$ cat config.mk
export PLATFORM = sky130hd
export DESIGN_NAME = tlb_walk_ctrl_flat
export DESIGN_NICKNAME = d
export VERILOG_FILES = /design/src/rtl/tlb_walk_ctrl_pkg.sv /design/src/rtl/tlb_walk_ctrl_if.sv /design/src/rtl/tlb_walk_ctrl_rr_arb2.sv /design/src/rtl/tlb_walk_ctrl.sv /design/src/flat_wrapper.sv
export SDC_FILE = /design/constraint.sdc
export NUM_CORES = 1
export LEC_CHECK = 0
export CELL_PAD_IN_SITES_DETAIL_PLACEMENT = 0
export CELL_PAD_IN_SITES_GLOBAL_PLACEMENT = 1
export CORE_UTILIZATION = 33
export CTS_BUF_LIST = sky130_fd_sc_hd__clkbuf_4 sky130_fd_sc_hd__clkbuf_8
export CTS_CLUSTER_DIAMETER = 120
export DETAILED_ROUTE_END_ITERATION = 8
export GPL_TIMING_DRIVEN = 0
export PLACE_DENSITY = 0.89
export SYNTH_ARGS = -nofsm -noshare
export SYNTH_HDL_FRONTEND = slang
export SYNTH_HIERARCHICAL = 1
export SYNTH_SLANG_ARGS = --single-unit
$ cat constraint.sdc
create_clock -name clk -period 13.6 [get_ports clk]
set_input_delay 2.04 -clock clk [delete_from_list [all_inputs] [get_ports clk]]
set_output_delay 2.04 -clock clk [all_outputs]
set_load 0.01 [all_outputs]
$ cat src/rtl/tlb_walk_ctrl_pkg.sv
// Shared constants for the TLB walk controller: page geometry, PTE field positions
// and the 3-bit FSM state encoding.
package tlb_pkg;

    localparam int ADDR_W      = 32;
    localparam int PAGE_SHIFT  = 12;
    localparam int PPN_W       = 8;
    localparam int PTE_V_BIT   = 0;
    localparam int PTE_PPN_LSB = PAGE_SHIFT;

    localparam logic [2:0] ST_IDLE      = 3'd0;
    localparam logic [2:0] ST_LOOKUP    = 3'd1;
    localparam logic [2:0] ST_WALK_REQ  = 3'd2;
    localparam logic [2:0] ST_WALK_WAIT = 3'd3;
    localparam logic [2:0] ST_FILL      = 3'd4;
    localparam logic [2:0] ST_RESP      = 3'd5;

    typedef enum logic [2:0] {
        S_IDLE      = ST_IDLE,
        S_LOOKUP    = ST_LOOKUP,
        S_WALK_REQ  = ST_WALK_REQ,
        S_WALK_WAIT = ST_WALK_WAIT,
        S_FILL      = ST_FILL,
        S_RESP      = ST_RESP
    } state_e;

endpackage

$ cat src/rtl/tlb_walk_ctrl_if.sv
// TLB lookup/refill port and PTE memory port seen by the walk controller.
// master = controller side, slave = TLB / memory side.
interface tlb_walk_ctrl_if;
    import tlb_pkg::*;

    logic              tlb_lookup_valid;
    logic [ADDR_W-1:0] tlb_lookup_va;
    logic              tlb_lookup_hit;
    logic [ADDR_W-1:0] tlb_lookup_pa;
    logic              tlb_write_en;
    logic [ADDR_W-1:0] tlb_write_va;
    logic [ADDR_W-1:0] tlb_write_pa;
    logic              mem_req_valid;
    logic [ADDR_W-1:0] mem_req_addr;
    logic              mem_req_ready;
    logic              mem_resp_valid;
    logic [ADDR_W-1:0] mem_resp_data;

    modport master (
        output tlb_lookup_valid, tlb_lookup_va, tlb_write_en, tlb_write_va, tlb_write_pa,
        output mem_req_valid, mem_req_addr,
        input  tlb_lookup_hit, tlb_lookup_pa, mem_req_ready, mem_resp_valid, mem_resp_data
    );

    modport slave (
        input  tlb_lookup_valid, tlb_lookup_va, tlb_write_en, tlb_write_va, tlb_write_pa,
        input  mem_req_valid, mem_req_addr,
        output tlb_lookup_hit, tlb_lookup_pa, mem_req_ready, mem_resp_valid, mem_resp_data
    );

endinterface

$ cat src/rtl/tlb_walk_ctrl_rr_arb2.sv
// Two-input round-robin arbiter. The pointer names the favoured client and flips
// to the other one after every accepted grant.
module rr_arb2 (
    input  logic       clk,
    input  logic       reset,
    input  logic [1:0] req,
    input  logic       advance,
    output logic       gnt_idx,
    output logic       gnt_valid
);

    logic ptr_q, ptr_d;

    // NOTE: every combinational output gets a default first; a path that skips an assignment would infer a latch.
    always_comb begin
        gnt_valid = |req;
        gnt_idx   = req[ptr_q] ? ptr_q : ~ptr_q;
        ptr_d     = ptr_q;
        if (advance && gnt_valid) begin
            ptr_d = ~gnt_idx;
        end
    end

    // NOTE: flops use <= so every register samples pre-edge values regardless of statement order.
    always_ff @(posedge clk or posedge reset) begin
        if (reset) begin
            ptr_q <= 1'b0;
        end else begin
            ptr_q <= ptr_d;
        end
    end

endmodule

$ cat src/rtl/tlb_walk_ctrl.sv
// Translation sequencer: arbitrates two clients, looks up the TLB, walks a
// single-level page table on a miss, refills the TLB and returns PA or fault.
module tlb_walk_ctrl #(
    parameter int PPN_W     = tlb_pkg::PPN_W,
    parameter int PTE_V_BIT = tlb_pkg::PTE_V_BIT,
    parameter int CNT_W     = 16
) (
    input  logic             clk,
    input  logic             reset,
    input  logic [31:0]      ptbr,
    input  logic             req0_valid,
    input  logic [31:0]      req0_va,
    output logic             resp0_valid,
    output logic [31:0]      resp0_pa,
    output logic             resp0_fault,
    input  logic             req1_valid,
    input  logic [31:0]      req1_va,
    output logic             resp1_valid,
    output logic [31:0]      resp1_pa,
    output logic             resp1_fault,
    tlb_walk_ctrl_if.master  bus,
    output logic             busy,
    output logic [CNT_W-1:0] hit_cnt,
    output logic [CNT_W-1:0] miss_cnt,
    output logic [CNT_W-1:0] fault_cnt
);

    import tlb_pkg::*;

    state_e            state_q, state_d;
    logic              gnt_q, gnt_d;
    logic [31:0]       va_q, va_d;
    logic [31:0]       ptbr_q, ptbr_d;
    logic [31:0]       pa_q, pa_d;
    logic              fault_q, fault_d;
    logic [CNT_W-1:0]  hit_cnt_q, hit_cnt_d;
    logic [CNT_W-1:0]  miss_cnt_q, miss_cnt_d;
    logic [CNT_W-1:0]  fault_cnt_q, fault_cnt_d;
    logic              arb_advance, arb_gnt_idx, arb_gnt_valid;
    logic [31:0]       pte_page;

    rr_arb2 u_arb (
        .clk       (clk),
        .reset     (reset),
        .req       ({req1_valid, req0_valid}),
        .advance   (arb_advance),
        .gnt_idx   (arb_gnt_idx),
        .gnt_valid (arb_gnt_valid)
    );

    always_comb begin
        state_d          = state_q;
        gnt_d            = gnt_q;
        va_d             = va_q;
        ptbr_d           = ptbr_q;
        pa_d             = pa_q;
        fault_d          = fault_q;
        hit_cnt_d        = hit_cnt_q;
        miss_cnt_d       = miss_cnt_q;
        fault_cnt_d      = fault_cnt_q;
        arb_advance      = 1'b0;
        bus.tlb_lookup_valid = 1'b0;
        bus.tlb_write_en     = 1'b0;
        bus.mem_req_valid    = 1'b0;
        resp0_valid      = 1'b0;
        resp1_valid      = 1'b0;
        pte_page         = '0;
        pte_page[PAGE_SHIFT +: PPN_W] = bus.mem_resp_data[PTE_PPN_LSB +: PPN_W];

        unique case (state_q)
            S_IDLE: begin
                if (arb_gnt_valid) begin
                    arb_advance = 1'b1;
                    gnt_d       = arb_gnt_idx;
                    va_d        = arb_gnt_idx ? req1_va : req0_va;
                    pa_d        = '0;
                    fault_d     = 1'b0;
                    state_d     = S_LOOKUP;
                end
            end
            S_LOOKUP: begin
                bus.tlb_lookup_valid = 1'b1;
                if (bus.tlb_lookup_hit) begin
                    pa_d    = bus.tlb_lookup_pa;
                    state_d = S_RESP;
                    if (hit_cnt_q != '1) hit_cnt_d = hit_cnt_q + CNT_W'(1);
                end else begin
                    // ptbr is captured here so the walk uses the value seen on entry to WALK_REQ
                    ptbr_d  = ptbr;
                    state_d = S_WALK_REQ;
                    if (miss_cnt_q != '1) miss_cnt_d = miss_cnt_q + CNT_W'(1);
                end
            end
            S_WALK_REQ: begin
                bus.mem_req_valid = 1'b1;
                if (bus.mem_req_ready) state_d = S_WALK_WAIT;
            end
            S_WALK_WAIT: begin
                if (bus.mem_resp_valid) begin
                    if (bus.mem_resp_data[PTE_V_BIT]) begin
                        pa_d    = pte_page;
                        state_d = S_FILL;
                    end else begin
                        pa_d    = '0;
                        fault_d = 1'b1;
                        state_d = S_RESP;
                        if (fault_cnt_q != '1) fault_cnt_d = fault_cnt_q + CNT_W'(1);
                    end
                end
            end
            S_FILL: begin
                // pa_q holds the page address during FILL; the offset is merged for the response
                bus.tlb_write_en = 1'b1;
                pa_d    = {pa_q[31:PAGE_SHIFT], va_q[PAGE_SHIFT-1:0]};
                state_d = S_RESP;
            end
            S_RESP: begin
                resp0_valid = ~gnt_q;
                resp1_valid = gnt_q;
                state_d     = S_IDLE;
            end
            default: state_d = S_IDLE;
        endcase
    end

    always_ff @(posedge clk or posedge reset) begin
        if (reset) begin
            state_q     <= S_IDLE;
            gnt_q       <= 1'b0;
            va_q        <= '0;
            ptbr_q      <= '0;
            pa_q        <= '0;
            fault_q     <= 1'b0;
            hit_cnt_q   <= '0;
            miss_cnt_q  <= '0;
            fault_cnt_q <= '0;
        end else begin
            state_q     <= state_d;
            gnt_q       <= gnt_d;
            va_q        <= va_d;
            ptbr_q      <= ptbr_d;
            pa_q        <= pa_d;
            fault_q     <= fault_d;
            hit_cnt_q   <= hit_cnt_d;
            miss_cnt_q  <= miss_cnt_d;
            fault_cnt_q <= fault_cnt_d;
        end
    end

    assign bus.tlb_lookup_va = va_q;
    assign bus.tlb_write_va  = va_q;
    assign bus.tlb_write_pa  = pa_q;
    assign bus.mem_req_addr  = ptbr_q + 32'({va_q[31:PAGE_SHIFT], 2'b00});
    assign resp0_pa          = pa_q;
    assign resp0_fault       = fault_q;
    assign resp1_pa          = pa_q;
    assign resp1_fault       = fault_q;
    assign busy              = (state_q != S_IDLE);
    assign hit_cnt           = hit_cnt_q;
    assign miss_cnt          = miss_cnt_q;
    assign fault_cnt         = fault_cnt_q;

endmodule

$ cat src/flat_wrapper.sv
// flat-port wrapper written by rule: the top's interface ports become plain ports
module tlb_walk_ctrl_flat import tlb_pkg::*;
#(
    parameter int PPN_W     = tlb_pkg::PPN_W,
    parameter int PTE_V_BIT = tlb_pkg::PTE_V_BIT,
    parameter int CNT_W     = 16
)
  (clk, reset, ptbr, req0_valid, req0_va, resp0_valid, resp0_pa, resp0_fault, req1_valid, req1_va, resp1_valid, resp1_pa, resp1_fault, busy, hit_cnt, miss_cnt, fault_cnt, bus_tlb_lookup_valid, bus_tlb_lookup_va, bus_tlb_write_en, bus_tlb_write_va, bus_tlb_write_pa, bus_mem_req_valid, bus_mem_req_addr, bus_tlb_lookup_hit, bus_tlb_lookup_pa, bus_mem_req_ready, bus_mem_resp_valid, bus_mem_resp_data);
  tlb_walk_ctrl_if bus_i ();
  input  logic clk;
  input  logic reset;
  input  logic [31:0] ptbr;
  input  logic req0_valid;
  input  logic [31:0] req0_va;
  output logic resp0_valid;
  output logic [31:0] resp0_pa;
  output logic resp0_fault;
  input  logic req1_valid;
  input  logic [31:0] req1_va;
  output logic resp1_valid;
  output logic [31:0] resp1_pa;
  output logic resp1_fault;
  output logic busy;
  output logic [CNT_W-1:0] hit_cnt;
  output logic [CNT_W-1:0] miss_cnt;
  output logic [CNT_W-1:0] fault_cnt;
  output wire logic [$bits(bus_i.tlb_lookup_valid)-1:0] bus_tlb_lookup_valid;
  output wire logic [$bits(bus_i.tlb_lookup_va)-1:0] bus_tlb_lookup_va;
  output wire logic [$bits(bus_i.tlb_write_en)-1:0] bus_tlb_write_en;
  output wire logic [$bits(bus_i.tlb_write_va)-1:0] bus_tlb_write_va;
  output wire logic [$bits(bus_i.tlb_write_pa)-1:0] bus_tlb_write_pa;
  output wire logic [$bits(bus_i.mem_req_valid)-1:0] bus_mem_req_valid;
  output wire logic [$bits(bus_i.mem_req_addr)-1:0] bus_mem_req_addr;
  input wire logic [$bits(bus_i.tlb_lookup_hit)-1:0] bus_tlb_lookup_hit;
  input wire logic [$bits(bus_i.tlb_lookup_pa)-1:0] bus_tlb_lookup_pa;
  input wire logic [$bits(bus_i.mem_req_ready)-1:0] bus_mem_req_ready;
  input wire logic [$bits(bus_i.mem_resp_valid)-1:0] bus_mem_resp_valid;
  input wire logic [$bits(bus_i.mem_resp_data)-1:0] bus_mem_resp_data;
  assign bus_tlb_lookup_valid = bus_i.tlb_lookup_valid;
  assign bus_tlb_lookup_va = bus_i.tlb_lookup_va;
  assign bus_tlb_write_en = bus_i.tlb_write_en;
  assign bus_tlb_write_va = bus_i.tlb_write_va;
  assign bus_tlb_write_pa = bus_i.tlb_write_pa;
  assign bus_mem_req_valid = bus_i.mem_req_valid;
  assign bus_mem_req_addr = bus_i.mem_req_addr;
  assign bus_i.tlb_lookup_hit = bus_tlb_lookup_hit;
  assign bus_i.tlb_lookup_pa = bus_tlb_lookup_pa;
  assign bus_i.mem_req_ready = bus_mem_req_ready;
  assign bus_i.mem_resp_valid = bus_mem_resp_valid;
  assign bus_i.mem_resp_data = bus_mem_resp_data;
  tlb_walk_ctrl #(.PPN_W(PPN_W), .PTE_V_BIT(PTE_V_BIT), .CNT_W(CNT_W)) u_core (.clk(clk), .reset(reset), .ptbr(ptbr), .req0_valid(req0_valid), .req0_va(req0_va), .resp0_valid(resp0_valid), .resp0_pa(resp0_pa), .resp0_fault(resp0_fault), .req1_valid(req1_valid), .req1_va(req1_va), .resp1_valid(resp1_valid), .resp1_pa(resp1_pa), .resp1_fault(resp1_fault), .bus(bus_i), .busy(busy), .hit_cnt(hit_cnt), .miss_cnt(miss_cnt), .fault_cnt(fault_cnt));
endmodule
==> results.py, run 1 <==
metrics = {
    "global_route": {
        "grt_pass1_vias": 7354,
        "grtUsageTotal": 0.2111,
        "antenna_found_initial": 0,
        "grt_max_degree": 88,
        "grt_pass1_wl_um": 42520,
        "grt_remaining_overflow": 0,
    },
    "synthesis": {
        "ys.flop_type": "dfrtp_1",
        "async_flop_share": 1.000,
        "syn_nets": 1050,
        "synthSimpleGateAreaFrac": 0.1199,
        "yosysWarningCount": 6,
        "synth_compound_area_frac": 0.1304,
        "synth_mux_area_frac": 0.08552,
        "synth_cell_type_count": 53,
        "syn_area_per_cell_um2": 9.861,
        "synth_top_family_by_area": "compound AO/OA/AOI/OAI gates",
        "ys_ff_latch": 150,
        "synth_area_um2": 8471,
        "synth_xor_area_frac": 0.07031,
        "yosysSeqAreaShare": 0.4431,
        "synth_edf_count": 0,
        "synthesis.instances": 859,
        "yosys.area_share.adder": 0.03634,
    },
    "layout": {
        "fin_util": 0.5235,
        "final_cell_area_um2": 13180,
        "regArea_um2": 3754,
        "multi_input_area_um2": 3749,
        "syn_to_final_growth_pct": 55.63,
        "num-fill-cells": 2330,
        "antennaDiodeCount": 0,
        "nets": 1461,
        "drive_gt1_frac": 0.1403,
    },
    "route": {
        "drt_iter0_markers": 422,
        "post-route-drc-count": 0,
        "num_vias": 7771,
        "ant_nets": 0,
        "detail_route.first_pass.iterations": 6,
        "viasPerCell": 4.818,
        "post_drt_wl_per_cell_um": 17.57,
        "routed_wl_um": 28350,
    },
    "placed_design": {
        "place_area_um2": 12830,
        "place_ws_ns": 8.205,
        "port-buffer-count": 391,
        "hpwl_um": 21970,
        "finalWeightedCongestion": 0.8481,
    },
    "worst_setup_path": {
        "cpLargestDelayFamily": "compound AO/OA/AOI/OAI gates",
        "crit_buf_inv": 2,
        "reg2reg_to": "u_core/u_arb/ptr_q$_DFFE_PP0P_",
        "worstPathRequired_ns": 11.56,
        "r2r-start": "u_core/state_q[1]$_DFFE_PP0P_",
        "crit_path_top_delay_cell": "clkdlybuf4s50_1",
        "reg2reg_slack_ns": 11.06,
        "arrival_ns": 3.85,
        "crit_chain": "ha_1 > inv_1 > fa_1 > and2b_1 > o2111ai_1 > a2111oi_2 > a311oi_1 > o31a_1 > nor3b_2 > xor2_1 > clkdlybuf4s50_1",
        "worstSetupEndpointType": "output port",
        "crit_path_start_kind": "flip-flop",
        "r2r_cells": 7,
        "path_class": "flip-flop to output port",
        "cpPeakStageDelay_ns": 0.56,
        "critical_path.max_fanout": 4,
    },
    "clock_tree": {
        "holdBufCountCts": 0,
        "clk_latency_ns": 0.46,
        "tritoncts": "done",
        "cts_buffer_depth": 2,
        "cts-root-buf": "clkbuf_8",
        "clock-sinks": 150,
        "postCtsSetupBuffers": 0,
        "cts-resized-gates": 0,
        "numCtsBuffers": 17,
        "clk_pin_slew_ns": 0.09,
        "h-tree-depth": 4,
    },
    "floorplan": {
        "die_h_um": 162.2,
        "io_pins": 415,
        "fp-row-count": 58,
        "start_util": 0.3364,
        "dieArea_um2": 26310,
        "fp.dieW_um": 162.2,
        "core_um2": 25180,
    },
    "timing": {
        "max_freq_ghz": 0.1697,
        "finClkSkew_ns": 0.01988,
        "layout_min_cycle_time_ns": 5.892,
        "final.setup.tns_ns": 0,
        "slew_headroom": 0.3820,
        "drv_slew": 0,
        "tightest_slew_ns": 0.9271,
        "setup-violations-final": 0,
        "worst_slack_ns": 7.708,
        "hold_viol": 0,
        "rsz0062_at_grt": "false",
        "finalCritPeriodShare": 0.4332,
    },
    "power_and_ir_drop": {
        "p_leak_uw": 0.005603,
        "power.density_nw_per_um2": 263.6,
        "ir_drop_v": 0.0002252,
        "fin_total_pwr_uw": 3475,
    },
    "hold_path": {
        "holdPathEnd": "u_core/fault_cnt[12]$_DFFE_PP0P_",
        "whs_path_depth": 1,
        "hold_start": "u_core/fault_cnt[12]$_DFFE_PP0P_",
        "hp-class": "flip-flop to flip-flop",
    },
    "run": {
        "max_cap_violations": 0,
    },
    "run_status": {
        "outcome": "finished, final reports clean",
    },
}
metal layers:
layer	share of wire	vias to the layer above	wire length (um)	global-route usage
met2	0.50	255	14310	0.3666
li1	-	3727	-	-
met3	0.054	24	1537	0.04239
met5	0	-	0	0
met4	0.013	0	364	0.05403
met1	0.43	3765	12140	0.2664
cell usage in the layout (no fill, tap or decap), types with 6 or more instances in the layout:
master           Yosys  final
a21o_1               9      9
a21oi_1             76     76
a22o_1              12     12
a22oi_1             21     21
and3_1               7      7
buf_2                6      6
buf_4               99     99
clkbuf_1            30     30
clkbuf_8             0     17
clkdlybuf4s50_1      0    391
clkinvlp_4           0      6
dfrtp_1            150    150
ha_1                23     23
inv_1               20     19
mux2_2              35     35
mux2i_1             33     33
nand2_1             48     48
nand3_1             22     22
nand4_1             17     17
nor2_1              84     84
nor3_1              11     11
o21ai_0             24     24
xnor2_1             47     47
xor2_1              21     21
how the worst max path moves through the flow:
| stage | start | cells after the start | slack (ns) | to |
|---|---|---|---|---|
| finish | u_core/bus.tlb_lookup_va[12]$_DFFE_PP0P_ | 11 | 7.71 | bus_mem_req_addr[30] |
| global route | u_core/bus.tlb_lookup_va[12]$_DFFE_PP0P_ | 11 | 7.49 | bus_mem_req_addr[30] |
| CTS | u_core/bus.tlb_lookup_va[12]$_DFFE_PP0P_ | 11 | 7.68 | bus_mem_req_addr[30] |
| detailed placement | u_core/bus.tlb_lookup_va[12]$_DFFE_PP0P_ | 11 | 8.21 | bus_mem_req_addr[30] |
| global placement | reset | 2 | 5.27 | u_core/ptbr_q[13]$_DFFE_PP0P_ |
| floorplan | reset | 1 | 7.55 | u_core/bus.tlb_lookup_va[0]$_DFFE_PP0P_ |
cell usage after synthesis (9+ instances only):
cell type,n,share of area
a21o_1,9,0.0080
a21oi_1,76,0.045
a22o_1,12,0.012
a22oi_1,21,0.019
buf_4,99,0.088
clkbuf_1,30,0.013
dfrtp_1,150,0.44
ha_1,23,0.034
inv_1,20,0.0089
mux2_2,35,0.047
mux2i_1,33,0.039
nand2_1,48,0.021
nand3_1,22,0.013
nand4_1,17,0.013
nor2_1,84,0.037
nor3_1,11,0.0065
o21ai_0,24,0.014
xnor2_1,47,0.049
xor2_1,21,0.022
through the flow:
step	hold WS [ns]	cells
after floorplan	0.4725	859
after global placement	0.4807	1580
after detailed placement	0.4820	1581
after CTS	0.4991	1613
after global routing	0.5239	1613
final	0.4957	1613
where the power goes:
group | internal, uW | switching, uW
Combinational | 1280 | 1060
Clock | 135 | 188
Sequential | 614 | 202
area by class of cell:
class / count / area share
Inverter: 20 / 0.006074
Tap cell: 330 / 0.03132
Clock buffer: 20 / 0.01946
Timing Repair Buffer: 392 / 0.2990
Buffer: 137 / 0.06777
Clock inverter: 12 / 0.007308
Multi-Input combinational cell: 552 / 0.2844
Sequential cell: 150 / 0.2847
worst register-to-register path, stage by stage, from the launching register on:
cell and delay [ns]:
dfrtp_1 0.36, clkbuf_1 0.21, nand2b_1 0.25, nor3_1 0.37, clkbuf_1 0.46, buf_1 0.54
a21oi_1 0.14, a31oi_1 0.15
kinds of logic (layout without fill, tap and decap cells):
family          count (synthesis)  count (layout)
xor+xnor                       68              68
flops                         150             150
mux                            68              68
fa+ha+maj                      24              24
compound gates                177             177
simple gates                  215             215
buf+inv                       157             581
flip-flops by register name, indices dropped and copies added (netlist names), 3 cells and up:
signal / flops
u_core/state_q: 3
u_core/hit_cnt: 16
u_core/bus.tlb_write_pa: 32
u_core/bus.tlb_lookup_va: 32
u_core/ptbr_q: 32
u_core/miss_cnt: 16
u_core/fault_cnt: 16
Power figures use the tool's default switching activity.
==> run 2: changes to the inputs <==
--- a/config.mk
+++ b/config.mk
@@ -7,12 +7,12 @@
 export LEC_CHECK = 0
 export CELL_PAD_IN_SITES_DETAIL_PLACEMENT = 0
 export CELL_PAD_IN_SITES_GLOBAL_PLACEMENT = 1
-export CORE_UTILIZATION = 33
+export CORE_UTILIZATION = 28
 export CTS_BUF_LIST = sky130_fd_sc_hd__clkbuf_4 sky130_fd_sc_hd__clkbuf_8
 export CTS_CLUSTER_DIAMETER = 120
 export DETAILED_ROUTE_END_ITERATION = 8
 export GPL_TIMING_DRIVEN = 0
-export PLACE_DENSITY = 0.89
+export PLACE_DENSITY = 0.8
 export SYNTH_ARGS = -nofsm -noshare
 export SYNTH_HDL_FRONTEND = slang
 export SYNTH_HIERARCHICAL = 1
==> constraint.sdc (replaced) <==
create_clock -name clk -period 5.24 [get_ports clk]
set_input_delay 0.786 -clock clk [delete_from_list [all_inputs] [get_ports clk]]
set_output_delay 0.786 -clock clk [all_outputs]
set_load 0.01 [all_outputs]
==> results.py, run 2 (synthesis results as in run 1) <==
metrics = {
    "global_route": {
        "grt_max_degree": 84,
        "grt_pass1_wl_um": 43400,
        "grt_pass1_vias": 7612,
        "antenna_found_initial": 1,
        "grt_remaining_overflow": 0,
        "grtUsageTotal": 0.1801,
    },
    "timing": {
        "tightest_slew_ns": 0.9460,
        "hold_viol": 0,
        "slew_headroom": 0.3693,
        "hold_slack_ns": 0.4978,
        "max_freq_ghz": 0.2170,
        "layout_min_cycle_time_ns": 4.608,
        "finalCritPeriodShare": 0.8794,
        "drv_slew": 0,
        "rsz0062_at_grt": "false",
        "setup-violations-final": 0,
        "finClkSkew_ns": 0.01205,
    },
    "power_and_ir_drop": {
        "p_leak_uw": 0.005628,
        "ir_drop_v": 0.0004018,
        "power.density_nw_per_um2": 679.0,
    },
    "route": {
        "post_drt_wl_per_cell_um": 16.84,
        "detail_route.first_pass.iterations": 5,
        "routed_wl_um": 28190,
        "ant_nets": 0,
        "post-route-drc-count": 0,
        "viasPerCell": 4.573,
        "drt_iter0_markers": 357,
        "num_vias": 7655,
    },
    "floorplan": {
        "die_h_um": 175.9,
        "dieArea_um2": 30950,
        "core_um2": 29720,
        "start_util": 0.2850,
        "fp.dieW_um": 175.9,
        "fp-row-count": 63,
        "io_pins": 415,
    },
    "worst_setup_path": {
        "crit_path_start_kind": "flip-flop",
        "arrival_ns": 3.82,
        "worstPathRequired_ns": 4.45,
        "cpPeakStageDelay_ns": 0.56,
        "critical_path.max_fanout": 4,
        "crit_chain": "ha_1 > inv_1 > fa_1 > and2b_1 > o2111ai_1 > a2111oi_2 > a311oi_1 > o31a_1 > nor3b_2 > xor2_1 > clkdlybuf4s50_1",
        "path_class": "flip-flop to output port",
        "cpLargestDelayFamily": "compound AO/OA/AOI/OAI gates",
        "worstSetupEndpointType": "output port",
        "crit_path_top_delay_cell": "clkdlybuf4s50_1",
        "crit_buf_inv": 2,
    },
    "clock_tree": {
        "cts_buffer_depth": 2,
        "h-tree-depth": 4,
        "numCtsBuffers": 17,
        "tritoncts": "done",
        "cts-root-buf": "clkbuf_8",
        "clk_latency_ns": 0.45,
        "cts-resized-gates": 0,
        "clk_pin_slew_ns": 0.09,
        "clock-sinks": 150,
        "holdBufCountCts": 0,
        "postCtsSetupBuffers": 0,
    },
    "layout": {
        "syn_to_final_growth_pct": 56.77,
        "drive_gt1_frac": 0.1403,
        "num-fill-cells": 2881,
        "final_cell_mix": "391 x clkdlybuf4s50_1, 150 x dfrtp_1, 99 x buf_4",
        "final_cell_area_um2": 13280,
        "final_common_cell": "clkdlybuf4s50_1",
        "nets": 1461,
    },
    "placed_design": {
        "port-buffer-count": 391,
        "finalWeightedCongestion": 0.8118,
        "hpwl_um": 22200,
        "place_area_um2": 12900,
    },
    "run_status": {
        "outcome": "finished, final reports clean",
    },
    "hold_path": {
        "hp-class": "flip-flop to flip-flop",
    },
    "run": {
        "max_cap_violations": 0,
    },
}
-- run 2: worst register-to-register path: cells and delay by family, from the launching register on --
kind	cells	cell delay, ns
compound gates	2	0.30
buf+inv	3	1.23
simple gates	2	0.61
flops	1	0.37
-- run 2: layer usage --
metal,part of all wire,track usage,wire (um)
met1,0.44,0.2322,12410
met2,0.49,0.3104,13900
met3,0.056,0.03402,1570
met4,0.011,0.04094,310
met5,0,0,0
-- run 2: metrics by stage --
stage | TNS, ns | setup WS, ns | power, uW | instances | utilization
3_3_place_gp | -284.62 | -1.929 | 8150 | 1640 | 0.4332
2_1_floorplan | 0 | 0.4460 | 5172 | 859 | -
4_1_cts | 0 | 0.5910 | 9124 | 1673 | 0.4468
6_report | 0 | 0.6320 | 9016 | 1674 | 0.4468
5_1_grt | 0 | 0.3758 | 9673 | 1674 | 0.4468
3_5_place_dp | 0 | 1.146 | 8202 | 1641 | 0.4343
-- run 2: final timing paths --
| kind | slack [ns] | to | cells past startpoint | start |
|---|---|---|---|---|
| worst max-delay path | 0.63 | bus_mem_req_addr[30] | 11 | u_core/bus.tlb_lookup_va[12]$_DFFE_PP0P_ |
| worst min-delay path | 0.50 | u_core/hit_cnt[7]$_DFFE_PP0P_ | 1 | u_core/hit_cnt[7]$_DFFE_PP0P_ |
| worst max register to register | 2.67 | u_core/u_arb/ptr_q$_DFFE_PP0P_ | 7 | u_core/state_q[1]$_DFFE_PP0P_ |
| worst min register to register | 0.50 | u_core/hit_cnt[7]$_DFFE_PP0P_ | 1 | u_core/hit_cnt[7]$_DFFE_PP0P_ |
| max in group asynchronous | 3.53 | u_core/bus.tlb_lookup_va[22]$_DFFE_PP0P_ | 3 | reset |
| min in group asynchronous | 0.60 | u_core/u_arb/ptr_q$_DFFE_PP0P_ | 2 | reset |
-- run 2: where the power goes --
group	total [uW]	switching (uW)	internal, uW
clock	868	519	349
sequential	2100	507	1590
combinational	6050	2730	3320
total	9020	3750	5260
-- run 2: final cells by class --
class                   instances  area [um2]  share of cell area
plain buffers                 137       893.4             0.06728
clock buffers                  17       234.0             0.01762
clock inverters                15       137.6             0.01036
inverters                      20       80.08            0.006030
multi-input cells             552        3749              0.2823
diodes                          1       2.502           0.0001884
flip-flops and latches        150        3754              0.2827
repair buffers                392        3941              0.2968
well taps                     390       488.0             0.03675
==> run 3: changes to the inputs <==
--- a/config.mk
+++ b/config.mk
@@ -10,6 +10,7 @@
 export CORE_UTILIZATION = 28
 export CTS_BUF_LIST = sky130_fd_sc_hd__clkbuf_4 sky130_fd_sc_hd__clkbuf_8
 export CTS_CLUSTER_DIAMETER = 120
+export CTS_CLUSTER_SIZE = 20
 export DETAILED_ROUTE_END_ITERATION = 8
 export GPL_TIMING_DRIVEN = 0
 export PLACE_DENSITY = 0.8
==> results of run 3 <==
No change in the layout: final DEF, timing and power equal those of run 2.
